==> src/rtl/seg7_pkg.sv <==
`default_nettype none
// ============================================================================
// Module      : seg7_pkg
// Description : Shared definitions for the seven-segment capture block.
//               Holds the glyph patterns ({g,f,e,d,c,b,a}, active-high),
//               the queued entry layout and the pattern-to-digit decoder.
// Revision    : 1.0 - initial release
// ============================================================================
package seg7_pkg;

    localparam logic [6:0] SEG_BLANK = 7'h00;
    localparam logic [6:0] SEG_HEX_0 = 7'h3F;
    localparam logic [6:0] SEG_HEX_1 = 7'h06;
    localparam logic [6:0] SEG_HEX_2 = 7'h5B;
    localparam logic [6:0] SEG_HEX_3 = 7'h4F;
    localparam logic [6:0] SEG_HEX_4 = 7'h66;
    localparam logic [6:0] SEG_HEX_5 = 7'h6D;
    localparam logic [6:0] SEG_HEX_6 = 7'h7D;
    localparam logic [6:0] SEG_HEX_7 = 7'h07;
    localparam logic [6:0] SEG_HEX_8 = 7'h7F;
    localparam logic [6:0] SEG_HEX_9 = 7'h6F;
    localparam logic [6:0] SEG_HEX_A = 7'h77;
    localparam logic [6:0] SEG_HEX_B = 7'h7C;
    localparam logic [6:0] SEG_HEX_C = 7'h39;
    localparam logic [6:0] SEG_HEX_D = 7'h5E;
    localparam logic [6:0] SEG_HEX_E = 7'h79;
    localparam logic [6:0] SEG_HEX_F = 7'h71;

    typedef struct packed {
        logic       err;
        logic [3:0] digit;
        logic [6:0] raw;
    } seg7_entry_t;

    localparam int SEG7_ENTRY_W = $bits(seg7_entry_t);

    // Unknown patterns are flagged and report digit 0 so consumers never
    // see a plausible-looking value for a garbage glyph.
    function automatic seg7_entry_t seg7_decode(input logic [6:0] pat);
        seg7_entry_t e;
        e.raw   = pat;
        e.err   = 1'b0;
        e.digit = 4'h0;
        case (pat)
            SEG_HEX_0: e.digit = 4'h0;
            SEG_HEX_1: e.digit = 4'h1;
            SEG_HEX_2: e.digit = 4'h2;
            SEG_HEX_3: e.digit = 4'h3;
            SEG_HEX_4: e.digit = 4'h4;
            SEG_HEX_5: e.digit = 4'h5;
            SEG_HEX_6: e.digit = 4'h6;
            SEG_HEX_7: e.digit = 4'h7;
            SEG_HEX_8: e.digit = 4'h8;
            SEG_HEX_9: e.digit = 4'h9;
            SEG_HEX_A: e.digit = 4'hA;
            SEG_HEX_B: e.digit = 4'hB;
            SEG_HEX_C: e.digit = 4'hC;
            SEG_HEX_D: e.digit = 4'hD;
            SEG_HEX_E: e.digit = 4'hE;
            SEG_HEX_F: e.digit = 4'hF;
            default:   e.err   = 1'b1;
        endcase
        return e;
    endfunction

endpackage
`default_nettype wire

==> src/rtl/seg7_fifo.sv <==
`default_nettype none
// ============================================================================
// Module      : seg7_fifo
// Description : Show-ahead FIFO. pop_data always reflects the head entry.
//               A push into a full queue is accepted only when a pop happens
//               in the same cycle; otherwise it is ignored by the queue.
// Ports       : clk, rst_n (async active-low), push/push_data,
//               pop/pop_data, full, empty
// Revision    : 1.0 - initial release
// ============================================================================
module seg7_fifo #(
    parameter int WIDTH = 12,
    parameter int DEPTH = 4
) (
    input  logic             clk,
    input  logic             rst_n,
    input  logic             push,
    input  logic [WIDTH-1:0] push_data,
    input  logic             pop,
    output logic [WIDTH-1:0] pop_data,
    output logic             full,
    output logic             empty
);

    localparam int            AW      = (DEPTH > 1) ? $clog2(DEPTH) : 1;
    localparam logic [AW:0]   C_DEPTH = (AW+1)'(DEPTH);

    logic [WIDTH-1:0] r_mem [DEPTH];
    logic [AW-1:0]    r_wr_ptr;
    logic [AW-1:0]    r_rd_ptr;
    logic [AW:0]      r_count;
    logic             w_do_pop;
    logic             w_do_push;

    assign empty     = (r_count == '0);
    assign full      = (r_count == C_DEPTH);
    assign w_do_pop  = pop && !empty;
    // A pop in the same cycle frees the slot the push needs.
    assign w_do_push = push && (!full || w_do_pop);
    assign pop_data  = r_mem[r_rd_ptr];

    // Storage is cleared on reset so the head reads zero while empty.
    for (genvar i = 0; i < DEPTH; i++) begin : g_mem
        always_ff @(posedge clk or negedge rst_n) begin
            if (!rst_n) begin
                r_mem[i] <= '0;
            end else if (w_do_push && (r_wr_ptr == AW'(i))) begin
                r_mem[i] <= push_data;
            end
        end
    end

    // Pointers wrap naturally because DEPTH is a power of two.
    always_ff @(posedge clk or negedge rst_n) begin
        if (!rst_n) begin
            r_wr_ptr <= '0;
            r_rd_ptr <= '0;
            r_count  <= '0;
        end else begin
            if (w_do_push) r_wr_ptr <= r_wr_ptr + 1'b1;
            if (w_do_pop)  r_rd_ptr <= r_rd_ptr + 1'b1;
            case ({w_do_push, w_do_pop})
                2'b10:   r_count <= r_count + 1'b1;
                2'b01:   r_count <= r_count - 1'b1;
                default: r_count <= r_count;
            endcase
        end
    end

endmodule
`default_nettype wire

==> src/rtl/seg7_capture.sv <==
`default_nettype none
// ============================================================================
// Module      : seg7_capture
// Description : Captures an asynchronous seven-segment bus, waits for a
//               pattern to hold STABLE_CYCLES synchronized cycles, decodes it
//               and queues each newly displayed digit on a valid/ready port.
// Ports       : clk, rst_n (async active-low)
//               segments[6:0]   {g,f,e,d,c,b,a} from the display driver
//               digit/digit_err/digit_raw/digit_valid, digit_ready  - queue head
//               blank           last committed pattern was all-off
//               drop_count[7:0] saturating count of digits lost to a full queue
// Parameters  : STABLE_CYCLES 2..255, FIFO_DEPTH power of two >= 2
// Revision    : 1.0 - initial release
// ============================================================================
module seg7_capture
    import seg7_pkg::*;
#(
    parameter int STABLE_CYCLES = 4,
    parameter int FIFO_DEPTH    = 4
) (
    input  logic       clk,
    input  logic       rst_n,
    input  logic [6:0] segments,
    output logic [3:0] digit,
    output logic       digit_err,
    output logic [6:0] digit_raw,
    output logic       digit_valid,
    input  logic       digit_ready,
    output logic       blank,
    output logic [7:0] drop_count
);

    localparam logic [7:0] C_STABLE    = 8'(STABLE_CYCLES);
    localparam logic [7:0] C_STABLE_M1 = 8'(STABLE_CYCLES - 1);

    logic [6:0]  r_s1;
    logic [6:0]  r_s2;
    logic [6:0]  r_cand;
    logic [6:0]  r_last;
    logic [7:0]  r_cnt;
    logic        r_blank;
    logic [7:0]  r_drop_count;

    logic        w_commit;
    logic        w_push;
    logic        w_pop;
    logic        w_drop;
    logic        w_full;
    logic        w_empty;
    seg7_entry_t w_entry;
    seg7_entry_t w_head;

    // Two-flop synchronizer; individual bits may resolve on different
    // cycles, which the stability tracker absorbs.
    always_ff @(posedge clk or negedge rst_n) begin
        if (!rst_n) begin
            r_s1 <= '0;
            r_s2 <= '0;
        end else begin
            r_s1 <= segments;
            r_s2 <= r_s1;
        end
    end

    // Commit fires exactly once per stable run (cnt passes STABLE-1 once,
    // then saturates), and only when the pattern differs from the last one.
    assign w_commit = (r_s2 == r_cand) && (r_cnt == C_STABLE_M1) && (r_cand != r_last);
    assign w_push   = w_commit && (r_cand != SEG_BLANK);
    assign w_pop    = !w_empty && digit_ready;
    assign w_drop   = w_push && w_full && !w_pop;
    assign w_entry  = seg7_decode(r_cand);

    always_ff @(posedge clk or negedge rst_n) begin
        if (!rst_n) begin
            r_cand  <= '0;
            r_cnt   <= '0;
            r_last  <= '0;
            r_blank <= 1'b1;
        end else begin
            if (r_s2 != r_cand) begin
                r_cand <= r_s2;
                r_cnt  <= '0;
            end else if (r_cnt < C_STABLE) begin
                r_cnt  <= r_cnt + 1'b1;
            end
            if (w_commit) begin
                r_last  <= r_cand;
                r_blank <= (r_cand == SEG_BLANK);
            end
        end
    end

    always_ff @(posedge clk or negedge rst_n) begin
        if (!rst_n) begin
            r_drop_count <= '0;
        end else if (w_drop && (r_drop_count != 8'hFF)) begin
            r_drop_count <= r_drop_count + 1'b1;
        end
    end

    seg7_fifo #(
        .WIDTH (SEG7_ENTRY_W),
        .DEPTH (FIFO_DEPTH)
    ) u_fifo (
        .clk       (clk),
        .rst_n     (rst_n),
        .push      (w_push),
        .push_data (w_entry),
        .pop       (w_pop),
        .pop_data  (w_head),
        .full      (w_full),
        .empty     (w_empty)
    );

    assign digit       = w_head.digit;
    assign digit_err   = w_head.err;
    assign digit_raw   = w_head.raw;
    assign digit_valid = !w_empty;
    assign blank       = r_blank;
    assign drop_count  = r_drop_count;

endmodule
`default_nettype wire

==> config.mk <==
export PLATFORM = sky130hd
export DESIGN_NAME = seg7_capture
export DESIGN_NICKNAME = d
export VERILOG_FILES = /design/src/rtl/seg7_pkg.sv /design/src/rtl/seg7_fifo.sv /design/src/rtl/seg7_capture.sv
export SDC_FILE = /design/constraint.sdc
export NUM_CORES = 1
export LEC_CHECK = 0
export BUFFER_PORTS_ARGS = -buffer_cell sky130_fd_sc_hd__buf_2
export CAP_MARGIN = 10
export CORE_MARGIN = 5
export CORE_UTILIZATION = 50
export DETAILED_ROUTE_END_ITERATION = 10
export PLACE_DENSITY = 0.68
export SYNTH_ARGS = -nofsm -noshare
export SYNTH_HDL_FRONTEND = slang
export SYNTH_HIERARCHICAL = 1
export SYNTH_SLANG_ARGS = --single-unit
export TNS_END_PERCENT = 30
==> constraint.sdc <==
create_clock -name clk -period 3.5 [get_ports clk]
set_input_delay 0.35 -clock clk [delete_from_list [all_inputs] [get_ports clk]]
set_output_delay 0.35 -clock clk [all_outputs]
set_load 0.01 [all_outputs]
# --- Word-level counts from Yosys, hierarchy flattened ---
# Index checks and enable logic that the tools add are counted.
totals:
  inputBits: 10
  register_bits: 100
  out_inout_bits: 22
classes:
  n_eq_ne: 27
  n_addsub: 6
  magnitude_cmp: 2
  bitwise: 1
  mux: 8
  n_reduce_logical: 24
op_table:
  columns: ["cell", "count"]
  rows:
  - ["equality test 7 bit, second input constant", 12]
  - ["case mux 4 bit (15 select lines)", 1]
  - ["binary-select mux 12 bit (select 2 bit)", 1]
  - ["2-to-1 mux 12 bit", 2]
  - ["adder 8 x 1 -> 8 bit, second input constant", 2]
  - ["2-to-1 mux 8 bit", 2]
  - ["OR reduction 16 bit", 1]
  - ["equality test 7 x 3 -> 1 bit, second input constant", 2]
  - ["equality test 7 x 6 -> 1 bit, second input constant", 2]
  - ["!= test 7 bit", 2]
  - ["logical AND 1 bit", 13]
  - ["equality test 8 x 2 -> 1 bit, second input constant", 1]
  - ["less-than comparator 8 x 3 -> 1 bit, second input constant", 1]
  - ["!= test 8 bit, second input constant", 1]
  - ["equality test 7 bit", 1]
  - ["logical NOT 7 bit", 1]
  - ["nonzero test 7 bit", 1]
  - ["equality test 2 bit, second input constant", 3]
  - ["case mux 3 bit (2 select lines)", 1]
  - ["adder 2 x 1 -> 2 bit, second input constant", 2]
  - ["equality test 2 x 1 -> 1 bit, second input constant", 2]
  - ["nonzero test 2 bit", 2]
  - ["adder 3 x 1 -> 3 bit, second input constant", 1]
  - ["equality test 3 bit, second input constant", 1]
  - ["other kinds (8)", 10]

# --- Logic depth before layout (Yosys ltp) ---
# Gate-level depths: netlist of the first run.
logic_depth:
  depth_word: 8
  ltp_mapped: 13
  mapped_depth_nobuf: 11

# --- Modules after synthesis ---
# Netlist of the first run, hierarchy kept.
modules_own_cells:
  columns: ["mod", "cells_each", "instances", "area_each_um2"]
  rows:
  - ["seg7_fifo", 173, 1, 2590.0]
  - ["seg7_capture", 195, 1, 2130.8]

# --- Worst setup path before layout of the first run ---
# Ideal clock, no wire load.
synth_timing:
  path_type: "reg-to-reg"
  start: "register r_cand[5]"
  end: "register u_fifo.r_count[1]"
  t_arrival_ps: 2865
  required_ps: 3413
  path_stages_with_launch: 14
  path_buffers: 2
  slack_ps: 548
  path_cell_list: "dfrtp_1 buf_6 xor2_1 nor4_1 and4_1 nand2b_1 nor3_1 buf_2 nor2b_1 nand2_1 fa_1 o21ba_2 o211ai_1 a22oi_1"
synth_between:
  elab_chain_len: 7
synth_rtl:
  columns: ["item", "line", "text"]
  rows:
  - ["from (decl)", "seg7_capture.sv:38", "logic [6:0] r_cand;"]
  - ["from (signal assigned)", "seg7_capture.sv:81", "r_cand <= r_s2;"]
  - ["equality test 7 bit", "seg7_capture.sv:67", "assign w_commit = (r_s2 == r_cand) && (r_cnt == C_STABLE_M1) && (r_cand != r_last);"]
  - ["logical AND 1 bit (2 in series)", "seg7_capture.sv:67", null]
  - ["logical AND 1 bit (*)", "seg7_capture.sv:68", "assign w_push = w_commit && (r_cand != SEG_BLANK);"]
  - ["net w_push", "seg7_capture.sv:45", "logic w_push;"]
  - ["logical AND 1 bit (*)", "seg7_fifo.sv:39", "assign w_do_push = push && (!full || w_do_pop);"]
  - ["equality test 2 x 1 -> 1 bit / equality test 2 bit (equally long branches)", "seg7_fifo.sv:62", "case ({w_do_push, w_do_pop})"]
  - ["case mux 3 bit (2 select lines) / nonzero test 2 bit (equally long branches)", null, null]
  - ["to (signal assigned)", "seg7_fifo.sv:63", "2'b10: r_count <= r_count + 1'b1;"]
  - ["to (signal assigned)", "seg7_fifo.sv:64", "2'b01: r_count <= r_count - 1'b1;"]
  - ["to (signal assigned)", "seg7_fifo.sv:65", "default: r_count <= r_count;"]
  - ["to (decl)", "seg7_fifo.sv:31", "logic [AW:0] r_count;"]
# The timed path passes the listed nets; every way through them passes the cells marked *.
# A chain may end at the register's enable or synchronous reset.

# --- Worst setup path in the final report of the first run ---
layout_timing:
  start: "register r_cand[4]"
  end: "register u_fifo.r_count[1]"
# The elaborated chain is that of the path after synthesis.

==> flow_summary.ini, run 1 <==
[worst_hold_path]
hold_path.class = input pin to async pin

[synthesis]
synth_nets = 385
ys_seq_area_frac = 0.530
syn_inst = 368
synth-main-ff-cell = dfrtp_1
async_flop_share = 1.00
avgSynthCellArea_um2 = 12.8
syn_area_mm2 = 0.00472
synth_cell_types = 52
ys_warn_count = 6
synth_edf_count = 0
ys_seq_elements = 100

[global_route]
antenna_found_initial = 0
grt_start_max_net_pins = 101
grt-ovfl-total = 0
grt_use_total = 0.157
grt_pass1_wl_um = 14200
grt_pass1_vias = 2856

[die]
core_area_mm2 = 0.00924
dieHeight_um = 107
io_pins = 32
rows = 35
floorplan.initialDensity = 0.511
die-area_mm2 = 0.0115
die_width_um = 107

[sta]
worstMarginPinSlew_ns = 0.856
fmax_ghz = 0.315
max_slew_margin = 0.430
finalCriticalPeriod_ns = 3.18
slew_viol_final = 0
rsz0062_at_grt = no
tns_ns = 0
finalHoldViolCount = 0
setup_viol = 0
skew_ns = 0.0103
fin_crit_sh = 0.907
holdWs_ns = 0.0213

[cts]
clockBufferDepth = 2
cts_resized = 0
cts_buffers = 9
path_clk_slew_ns = 0.10
cts_setup_buffers = 0
cts.sinks = 100
h-tree-depth = 3
tritoncts = built
clk_latency_ns = 0.36
cts_root_buf = clkbuf_8
hold_buffers = 0

[cells_and_area]
nets = 410
fin_cells = 527
n_fill_cell = 760
drive_above_1_share = 0.352
final_core_util = 0.564
fin_area_mm2 = 0.00521
area_delta_synth_final_pct = 10.4
insertedDiodeCount = 0

[placement]
dp_cells = 511
place_area_mm2 = 0.00499
gp_congestion = 0.796
io_buffers = 31
place_hpwl_um = 5540

[setup_path]
cp-startpoint = r_cand[4]
end_kind = flop
required_ns = 3.78
cp-start-kind = flop
cp-endpoint = u_fifo/r_count[1]
cp_max_fo = 18
ff2ff_setup_slack_ns = 0.32
r2r_end = u_fifo/r_count[1]
rr_worst_depth = 11
critPathKind = flop to flop
r2r-start = r_cand[4]
cp.arrival_ns = 3.46

[drt]
drc_errors = 0
viasPerCell = 5.33
initialDrtViolationCount = 118
wl_per_cell_um = 15.7
via_count = 2808
first_pass_iters = 4
wl_um = 8280
ant_nets = 0

[power_and_ir_drop]
peakVddDrop_uv = 227
cellLeakagePower_uw = 0.00248
powerDensity_mw_per_mm2 = 476

[status]
status = completed

[run]
maxCapViolations = 0
==> cells in the final DEF (no fill, tap or decap), drive strengths merged, types with 4 or more instances in the layout <==
cell / netlist / final
inv: 9 / 12
nand2: 21 / 21
and2: 7 / 7
nand3: 8 / 8
nor3: 7 / 7
mux2: 59 / 59
ha: 6 / 6
a21oi: 4 / 4
nor2: 18 / 18
o21ai: 6 / 6
nor4: 5 / 5
buf: 12 / 44
xor2: 10 / 10
xnor2: 17 / 17
clkbuf: 18 / 10
nand4: 7 / 7
dfrtp: 99 / 99
nand2b: 8 / 8
mux4: 12 / 12
==> kinds of logic (layout without fill, tap and decap cells) <==
logic type | Yosys count | in the layout | synth area share
AO/OA/AOI/OAI | 28 | 28 | 0.0424
adder cells (fa/ha/maj) | 7 | 7 | 0.0201
XOR/XNOR | 27 | 27 | 0.0501
multiplexers | 72 | 72 | 0.201
flip-flops | 100 | 100 | 0.530
AND/OR/NAND/NOR | 95 | 95 | 0.115
buffers and inverters | 39 | 69 | 0.0411
==> worst max-delay path, cell delays in order, from the launching register on <==
cell      delay, ns
dfrtp_1        0.59
xor2_1         0.25
nor4_1         0.45
and4_1         0.36
nand2b_1       0.10
nor3_1         0.21
nor2b_1        0.11
nand2_1        0.10
fa_1           0.43
o21ba_2        0.25
o211ai_1       0.07
a22oi_1        0.19
==> Yosys cell counts, types with 3 or more instances <==
cell type	count	area [µm²]
nand2_1	20	75.1
clkbuf_1	16	60.1
nand3_1	8	40.0
a21oi_1	4	20.0
nand2b_1	8	50.1
nor3_1	5	25.0
and3_1	3	18.8
inv_1	9	33.8
o21ai_0	6	30.0
xor2_1	10	87.6
buf_6	5	56.3
nor2b_1	3	18.8
and2_1	7	43.8
dfrtp_1	99	2480
ha_1	6	75.1
nor4_1	4	25.0
buf_2	3	15.0
mux4_2	12	270
buf_1	3	11.3
nor2_1	18	67.6
mux2_2	58	653
o32ai_1	3	26.3
nand4_1	7	43.8
xnor2_1	17	149
==> state kept, by name, indices dropped and copies added (netlist names) <==
name             count
r_s1                 7
u_fifo/r_mem        48
u_fifo/r_wr_ptr      2
r_cnt                8
r_last               7
blank                1
u_fifo/r_rd_ptr      2
r_s2                 7
r_cand               7
drop_count           8
u_fifo/r_count       3
==> metal layers <==
layer	share of wire	global-route usage
met4	0.016	0.0584
met1	0.46	0.216
met2	0.49	0.250
met5	0	0
met3	0.033	0.0289
==> per-stage QoR <==
| step | setup slack (ns) | total power (µW) |
|---|---|---|
| floorplan | 0.548 | 1590 |
| global placement | 0.530 | 1680 |
| detailed placement | 0.348 | 1700 |
| CTS | 0.312 | 2510 |
| global route | 0.140 | 2620 |
| finish | 0.324 | 2480 |
==> where the power goes <==
part | internal (µW) | switching, µW | leakage (µW)
Sequential | 1190 | 126 | 0.00134
Combinational | 183 | 168 | 0.00103
Clock | 411 | 400 | 0.000108
Total | 1790 | 694 | 0.00248
==> layout make-up <==
type,instances,area [µm²],area share
repair buffers,44,268,0.0514
flip-flops and latches,100,2500,0.480
multi-input cells,229,2020,0.388
clock buffers,10,128,0.0245
inverters,9,33.8,0.00648
clock inverters,6,93.8,0.0180
well taps,129,161,0.0310
==> worst min path at each step <==
stage                       start               end  slack [ns]
after global routing        rst_n  u_fifo/r_mem[37]        0.06
after detailed placement  r_s1[3]           r_s2[3]        0.33
after floorplan             rst_n     drop_count[0]        0.05
after CTS                   rst_n  u_fifo/r_mem[37]        0.05
after global placement    r_s1[5]           r_s2[5]        0.33
final                       rst_n  u_fifo/r_mem[37]        0.02
Note: power is estimated with default switching activity, not from simulation.
==> run 2: changes to the inputs <==
==> constraint.sdc (replaced) <==
create_clock -name clk -period 3.5 [get_ports clk]
set_input_delay 0.7 -clock clk [delete_from_list [all_inputs] [get_ports clk]]
set_output_delay 0.7 -clock clk [all_outputs]
set_load 0.01 [all_outputs]
==> flow_summary.ini, run 2 (synthesis gave the netlist of run 1 again) <==
[cells_and_area]
layout_common_cells = dfrtp_1, mux2_2, buf_2, nand2_1, nor2_1
area_delta_synth_final_pct = 9.38
final_common_cell = dfrtp_1
nets = 411
insertedDiodeCount = 0
regMostFlops = u_fifo/r_mem
fin_cells = 527
multiInputGateArea_mm2 = 0.00202
largest_reg_flops = 48
drive_above_1_share = 0.349
fin_area_mm2 = 0.00516
n_fill_cell = 781
register_area_mm2 = 0.00250

[setup_path]
cp.arrival_ns = 3.40
cp_top_family = simple AND/OR/NAND/NOR gates
ff2ff_setup_slack_ns = 0.36
crit_buf_inv = 0
cp-start-kind = flop
critical_path.max_stage_delay_ns = 0.73
r2r_end = u_fifo/r_count[1]
end_kind = flop
r2r-start = r_cand[3]
critPathKind = flop to flop
cp-startpoint = r_cand[3]
required_ns = 3.77
rr_worst_depth = 11
critical-path-slowest-cell = dfrtp_1
crit_chain = xor2_1 > nor4_1 > and4_1 > nand2b_1 > nor3_1 > nor2b_1 > nand2_1 > fa_1 > o21ba_2 > o211ai_1 > a22oi_1
cp_max_fo = 19

[global_route]
grt_start_max_net_pins = 54
antenna_found_initial = 0
grt_use_total = 0.159
grt_pass1_vias = 2920
grt_pass1_wl_um = 14500
grt-ovfl-total = 0

[placement]
io_buffers = 31
place_hpwl_um = 5670
dp_cells = 512
place_area_mm2 = 0.00500
gp_congestion = 0.800
place_ws_ns = 0.424

[worst_hold_path]
hold_path.class = input pin to async pin

[drt]
via_count = 2834
initialDrtViolationCount = 115
ant_nets = 0
wl_um = 8130
viasPerCell = 5.38
drc_errors = 0
wl_per_cell_um = 15.4
first_pass_iters = 4

[power_and_ir_drop]
powerDensity_mw_per_mm2 = 449
peakVddDrop_uv = 304
cellLeakagePower_uw = 0.00246

[sta]
setup_viol = 0
rsz0062_at_grt = no
slew_viol_final = 0
finalCriticalPeriod_ns = 3.14
worst_slack_ns = 0.364
fin_crit_sh = 0.896
worstMarginPinSlew_ns = 0.906
fmax_ghz = 0.319
max_slew_margin = 0.388
finalHoldViolCount = 0
tns_ns = 0
skew_ns = 0.00761

[cts]
cts.sinks = 100
cts_root_buf = clkbuf_8
hold_buffers = 0
cts_buffers = 9
clockBufferDepth = 2
clk_latency_ns = 0.35
cts_resized = 0
path_clk_slew_ns = 0.09
cts_setup_buffers = 0
h-tree-depth = 3
tritoncts = built

[run]
maxCapViolations = 0

[die]
die-area_mm2 = 0.0115
die_width_um = 107
core_area_mm2 = 0.00924
dieHeight_um = 107
rows = 35
floorplan.initialDensity = 0.511
io_pins = 32

[status]
status = completed
==> run 2: per-layer routing <==
metal / global-route usage / part of all wire / vias up
li1: - / - / 1341
met1: 0.213 / 0.46 / 1430
met2: 0.260 / 0.49 / 55
met3: 0.0361 / 0.041 / 8
met4: 0.0420 / 0.0098 / 0
met5: 0 / 0 / -
==> run 2: power breakdown <==
part	switching, µW	internal [µW]	leakage [µW]
Clock	379	263	0.0000844
Sequential	90.0	1190	0.00134
Combinational	205	188	0.00104
Total	674	1650	0.00246
==> run 2: worst max-delay path by stage <==
stage | end | slack, ns | cells after the start
3_3_place_gp | u_fifo/r_count[1] | 0.52 | 11
6_report | u_fifo/r_count[1] | 0.36 | 11
5_1_grt | u_fifo/r_count[1] | 0.08 | 11
2_1_floorplan | u_fifo/r_count[1] | 0.55 | 13
3_5_place_dp | u_fifo/r_count[1] | 0.42 | 11
4_1_cts | u_fifo/r_count[1] | 0.39 | 11
==> run 2: layout make-up <==
class,instances,share of cell area
inverters,9,0.00654
flip-flops and latches,100,0.485
repair buffers,45,0.0533
clock inverters,4,0.00678
well taps,129,0.0313
multi-input cells,229,0.392
clock buffers,11,0.0254
==> run 2: per-stage QoR <==
step	hold slack (ns)	power, µW	utilization
after floorplan	0.331	1590	-
after global placement	0.334	1690	0.541
after detailed placement	0.335	1710	0.541
after CTS	0.356	2350	0.559
after global routing	0.363	2450	0.559
final	0.350	2320	0.559
